### src/rtl/cpu374_pkg.sv
// cpu374_pkg: ALU opcodes, sequencer states and opcode-class helpers
package cpu374_pkg;

    localparam logic [4:0] OP_ADD = 5'b00011;
    localparam logic [4:0] OP_SUB = 5'b00100;
    localparam logic [4:0] OP_SHR = 5'b00101;
    localparam logic [4:0] OP_SHL = 5'b00110;
    localparam logic [4:0] OP_ROR = 5'b00111;
    localparam logic [4:0] OP_ROL = 5'b01000;
    localparam logic [4:0] OP_AND = 5'b01001;
    localparam logic [4:0] OP_OR  = 5'b01010;
    localparam logic [4:0] OP_MUL = 5'b01110;
    localparam logic [4:0] OP_DIV = 5'b01111;
    localparam logic [4:0] OP_NEG = 5'b10000;
    localparam logic [4:0] OP_NOT = 5'b10001;

    typedef enum logic [2:0] {S_IDLE, S_T3, S_T4, S_T5, S_T6, S_DONE} state_t;

    typedef struct packed {
        logic [4:0] op;
        logic [3:0] rd;
        logic [3:0] rs1;
        logic [3:0] rs2;
    } instr_t;

    function automatic logic is_unary(input logic [4:0] op);
        return op == OP_NEG || op == OP_NOT;
    endfunction

    function automatic logic is_muldiv(input logic [4:0] op);
        return op == OP_MUL || op == OP_DIV;
    endfunction

    function automatic logic is_legal(input logic [4:0] op);
        return op inside {OP_ADD, OP_SUB, OP_SHR, OP_SHL, OP_ROR, OP_ROL,
                          OP_AND, OP_OR, OP_MUL, OP_DIV, OP_NEG, OP_NOT};
    endfunction

endpackage

### src/rtl/alu_op_decode.sv
// alu_op_decode: classifies an opcode into legal / unary / multiply-divide
module alu_op_decode
    import cpu374_pkg::*;
(
    input  logic [4:0] op,
    output logic       legal,
    output logic       unary,
    output logic       muldiv
);

    assign legal  = is_legal(op);
    assign unary  = is_unary(op);
    assign muldiv = is_muldiv(op);

endmodule

### src/rtl/alu_control_sequencer.sv
// alu_control_sequencer: issues one register-register ALU instruction through T3..T6 datapath strobes
// Optional DIV_ZERO_TRAP_EN: abort a divide whose divisor bus is zero and report div_fault.
module alu_control_sequencer
    import cpu374_pkg::*;
#(
    parameter int MULDIV_WAIT = 0
) (
    input  logic        clock,
    input  logic        reset,
    input  logic        start,
    input  logic [31:0] ir,
    input  logic        bus_is_zero,
    output logic [4:0]  alu_opcode,
    output logic [3:0]  rf_rsel,
    output logic        rf_read_en,
    output logic        y_load,
    output logic        z_load,
    output logic        zlo_out,
    output logic        zhi_out,
    output logic [3:0]  rf_wsel,
    output logic        rf_write_en,
    output logic        lo_load,
    output logic        hi_load,
    output logic        busy,
    output logic        done,
    output logic        illegal,
    output logic        div_fault
);

    state_t     state_q, state_d;
    instr_t     ir_q;
    logic [3:0] cnt_q;
    logic       fault_q;
    logic [4:0] op;
    logic       legal, unary, muldiv, t4_last, trap, unused;

    // In IDLE the incoming word is decoded so an illegal op can jump straight to DONE
    assign op = (state_q == S_IDLE) ? ir[31:27] : ir_q.op;

    alu_op_decode u_decode (
        .op     (op),
        .legal  (legal),
        .unary  (unary),
        .muldiv (muldiv)
    );

    assign t4_last = !muldiv || cnt_q == 4'(MULDIV_WAIT);

`ifdef DIV_ZERO_TRAP_EN
    assign trap   = op == OP_DIV && bus_is_zero && cnt_q == 4'd0;
    assign unused = ^ir[14:0];
`else
    assign trap   = 1'b0;
    assign unused = ^{ir[14:0], bus_is_zero};
`endif

    always_ff @(posedge clock or posedge reset) begin
        if (reset) begin
            state_q <= S_IDLE;
            ir_q    <= '0;
            cnt_q   <= '0;
            fault_q <= 1'b0;
        end else begin
            state_q <= state_d;
            if (state_q == S_IDLE && start)
                ir_q <= instr_t'(ir[31:15]);
            // Zero outside T4, so every T4 entry starts counting from 0
            cnt_q   <= (state_q == S_T4 && !t4_last) ? cnt_q + 4'd1 : 4'd0;
            fault_q <= state_q == S_T4 && trap;
        end
    end

    always_comb begin
        state_d     = state_q;
        alu_opcode  = '0;
        rf_rsel     = '0;
        rf_read_en  = 1'b0;
        y_load      = 1'b0;
        z_load      = 1'b0;
        zlo_out     = 1'b0;
        zhi_out     = 1'b0;
        rf_wsel     = '0;
        rf_write_en = 1'b0;
        lo_load     = 1'b0;
        hi_load     = 1'b0;
        done        = 1'b0;
        illegal     = 1'b0;
        div_fault   = 1'b0;
        busy        = state_q != S_IDLE;
        case (state_q)
            S_IDLE: if (start) state_d = legal ? S_T3 : S_DONE;
            S_T3: begin
                alu_opcode = ir_q.op;
                rf_rsel    = ir_q.rs1;
                rf_read_en = 1'b1;
                y_load     = 1'b1;
                state_d    = S_T4;
            end
            S_T4: begin
                alu_opcode = ir_q.op;
                rf_rsel    = unary ? 4'd0 : ir_q.rs2;
                rf_read_en = !unary;
                z_load     = t4_last && !trap;
                state_d    = trap ? S_DONE : t4_last ? S_T5 : S_T4;
            end
            S_T5: begin
                zlo_out     = 1'b1;
                rf_wsel     = muldiv ? 4'd0 : ir_q.rd;
                rf_write_en = !muldiv;
                lo_load     = muldiv;
                state_d     = muldiv ? S_T6 : S_DONE;
            end
            S_T6: begin
                zhi_out = 1'b1;
                hi_load = 1'b1;
                state_d = S_DONE;
            end
            S_DONE: begin
                done      = 1'b1;
                illegal   = !legal;
                div_fault = fault_q;
                state_d   = S_IDLE;
            end
            default: state_d = S_IDLE;
        endcase
    end

endmodule

### config.mk
export PLATFORM = sky130hd
export DESIGN_NAME = alu_control_sequencer
export DESIGN_NICKNAME = d
export VERILOG_FILES = /design/src/rtl/cpu374_pkg.sv /design/src/rtl/alu_op_decode.sv /design/src/rtl/alu_control_sequencer.sv
export SDC_FILE = /design/constraint.sdc
export NUM_CORES = 1
export LEC_CHECK = 0
export CAP_MARGIN = 40
export CORE_MARGIN = 2
export CORE_UTILIZATION = 37
export CTS_BUF_LIST = sky130_fd_sc_hd__clkbuf_16
export DETAILED_ROUTE_END_ITERATION = 8
export PLACE_DENSITY = 0.79
export SLEW_MARGIN = 20
export SYNTH_ARGS = -nofsm -noshare
export SYNTH_HDL_FRONTEND = slang
export SYNTH_SLANG_ARGS = --single-unit
### constraint.sdc
create_clock -name clock -period 1.9 [get_ports clock]
set_clock_uncertainty 0.1 [all_clocks]
set_input_delay 0.38 -clock clock [delete_from_list [all_inputs] [get_ports clock]]
set_output_delay 0.38 -clock clock [all_outputs]
set_load 0.005 [all_outputs]
==> summary.txt, run 1 <==
Floorplan
  • Initial Utilization: 0.3876
  • Die Y-Extent: 63.36 um
  • # rows: 21
  • Core ar.: 3363 um2
  • Die Span X: 63.36 um
  • Die area: 4014 um2
  • I/O Pins: 61

Yosys
  • Syn Std Cell Area: 1304 um2
  • Synth Register Bits: 24
  • Distinct cells, synth: 35
  • Ys Warns: 0
  • Synth Net Count: 156
  • Post-synth EDFFs: 0
  • Mapped Cells: 118
  • Asr flop ratio synth: 1.000
  • Syn Area/Cell: 11.05 um2
  • Ys flop type: dfrtp_1
  • Seq/Total Area, Yosys: 0.4607

Setup path
  • Worst EP required: 1420 ps
  • CP Capture Type: primary output
  • Crit path kind: flip-flop to primary output
  • Startpoint Class: flip-flop
  • CP Max Fanout: 5
  • Worst-path cell chain: or3b_4, nor2_4, buf_6, buf_4, a22o_1, buf_2
  • Crit path DAT: 1670 ps
  • Largest stage delay, worst path: 440 ps
  • Critical-path top delay cell: or3b_4

Power and ir drop
  • Peak VDD IR: 884.6 uV
  • Power per cell area: 1645 nW/um2
  • Total power: 3.914 mW
  • Leak Pwr: 1.091 nW

Routing
  • DRC errors left: 0
  • ANT nets after route: 0
  • Avg WL per Cell: 17.46 um
  • Total routed wirelength: 4383 um
  • DR vias: 1,267
  • DRT Pass-1 Iters: 4
  • Drt first-iter violations: 51
  • Vias per inst: 5.048

Clock tree
  • Clock slew at reported path FFs: 60 ps
  • CTS tree: built
  • Post-CTS Hold Fix Bufs: 0
  • Cts bufs inserted: 3
  • CTS max path bufs: 2
  • H-tree depth: 1
  • Clock sinks: 24
  • CTS root buffer: clkbuf_16
  • Worst skew pair latency: 260 ps

Run status
  • Failing checks: setup timing
  • Outcome: finished, violations left

Flow run
  • Max_cap viols: 0

Timing
  • TNS Setup: -2551 ps
  • Worst setup margin: -248.7 ps
  • Final Hold Viols: 0
  • Fmax: 0.4654 GHz
  • Part of the cycle the worst path needs: 1.131
  • Final hold slack: 387.7 ps
  • Post-layout min period: 2149 ps
  • Fin. max-slew vios: 0
  • Final setup vio count: 18
  • Unrepaired setup endpoints after global routing: yes

Place
  • GPL Wtd Cong: 0.7525
  • Placed cell count: 222
  • IO Port Bufs: 43
  • Area post-placement: 1919 um2
  • Final HPWL DP: 2395 um

Cells and area
  • Diodes inserted: 0
  • P&R area growth vs syn: 82.53%
  • Layout cells sized above 1: 0.5951
  • Nets@finish: 244
  • Most frequent cells in the layout: 32 x buf_4, 24 x dfrtp_1, 23 x buf_6, 19 x clkdlybuf4s50_1, 16 x mux2_2
  • Non-Filler Instances: 251
  • Post-Layout Inst Area: 2380 um2
  • Commonest non-fill, non-tap cell in the layout: buf_4

Global route
  • Gr ovfl total: 0
  • Initial antenna violation count: 0
  • Met3 Track Usage GR: 0.03750
  • Global-route wire length before repair: 6851 um
  • Largest net degree at the start of global routing: 25
  • Routing usage on met2: 0.3816
  • GRT busiest layer: met2
  • Met1 usage: 0.2626
  • Gr usage total: 0.2159
  • Vias in the first global route: 1,388

Worst hold path
  • Hold Path Class: input pin to asynchronous set/reset pin
==> sequential cells by signal, indices dropped and copies added (netlist names) <==
signal and cells:
cnt_q 4, ir_q 17, state_q 3
==> worst paths after layout <==
kind / from / depth (start not counted) / endpoint / slack [ps]
max reg2reg: ir_q[16] / 7 / cnt_q[3] / 30
min reg2reg: ir_q[10] / 1 / ir_q[10] / 410
min in group clock: ir_q[10] / 1 / ir_q[10] / 410
max in group asynchronous: reset / 3 / ir_q[16] / 1070
min: reset / 3 / ir_q[7] / 390
max: state_q[0] / 6 / rf_rsel[0] / -250
==> Yosys cell counts (all sizes together), types with 2 or more instances <==
library cell | instances | share of area
xnor2 | 5 | 0.034
nand2b | 3 | 0.014
nor3b | 2 | 0.012
clkbuf | 2 | 0.0058
o21ai | 4 | 0.015
buf | 6 | 0.038
nor2 | 9 | 0.026
dfrtp | 24 | 0.46
nor3 | 3 | 0.012
nor4b | 2 | 0.025
ha | 2 | 0.019
a22o | 4 | 0.027
xor2 | 2 | 0.013
and2 | 6 | 0.029
or3 | 3 | 0.018
mux2 | 16 | 0.14
a21oi | 2 | 0.0077
and3 | 4 | 0.019
inv | 7 | 0.020
==> timing repair <==
action / 4_1_cts / 5_1_grt
endpoints found under the setup margin: 24 / 26
buffers inserted: 20 / 10
pin swaps: 17 / 10
resized for setup: 118 / 37
cloned: 0 / 0
==> worst max-delay path: cells and delay by family, from the launching register on <==
family / cells / cell delay, ps
flops: 1 / 410
compound gates: 1 / 130
buf+inv: 3 / 330
simple gates: 2 / 540
==> cells by family (layout without fill, tap and decap cells) <==
| family | after synthesis | after routing | share of synthesized area |
|---|---|---|---|
| compound gates | 14 | 14 | 0.07678 |
| xor+xnor | 7 | 7 | 0.04703 |
| fa+ha+maj | 2 | 2 | 0.01919 |
| buf+inv | 15 | 102 | 0.06430 |
| flops | 24 | 24 | 0.4607 |
| mux | 16 | 16 | 0.1382 |
| other cells | 1 | 1 | 0.002876 |
| simple gates | 39 | 39 | 0.1910 |
==> per-stage QoR <==
stage               setup slack (ps)    util
CTS                           -225.0  0.6615
global route                  -298.0  0.7076
global placement              -226.3  0.5707
detailed placement            -241.3  0.5707
floorplan                      156.8       -
finish                        -248.7  0.7076
==> layout make-up <==
| cell class | count | area [um2] |
|---|---|---|
| repair buffers | 91 | 804.5 |
| flip-flops and latches | 24 | 600.6 |
| multi-input cells | 79 | 780.7 |
| clock buffers | 3 | 75.07 |
| fillers | 241 | 983.4 |
| inverters | 7 | 31.28 |
| clock inverters | 1 | 30.03 |
| well taps | 46 | 57.56 |
==> power by group <==
part | switching (mW) | internal [mW] | leakage, nW
Combinational | 0.968 | 1.46 | 0.745
Sequential | 0.161 | 0.731 | 0.294
Clock | 0.179 | 0.419 | 0.0511
Total | 1.31 | 2.61 | 1.09
==> layer usage <==
| layer | vias up | routed length, um |
|---|---|---|
| li1 | 579 | - |
| met1 | 636 | 1796 |
| met2 | 42 | 2311 |
| met3 | 10 | 177 |
| met4 | 0 | 97 |
| met5 | - | 0 |
(Power assumes the default switching activity.)
==> run 2: changes to the inputs <==
- CTS_CLUSTER_SIZE: not set -> 16
==> results of run 2 <==
Same layout as run 1: the final DEF is identical, and so are final timing and power.
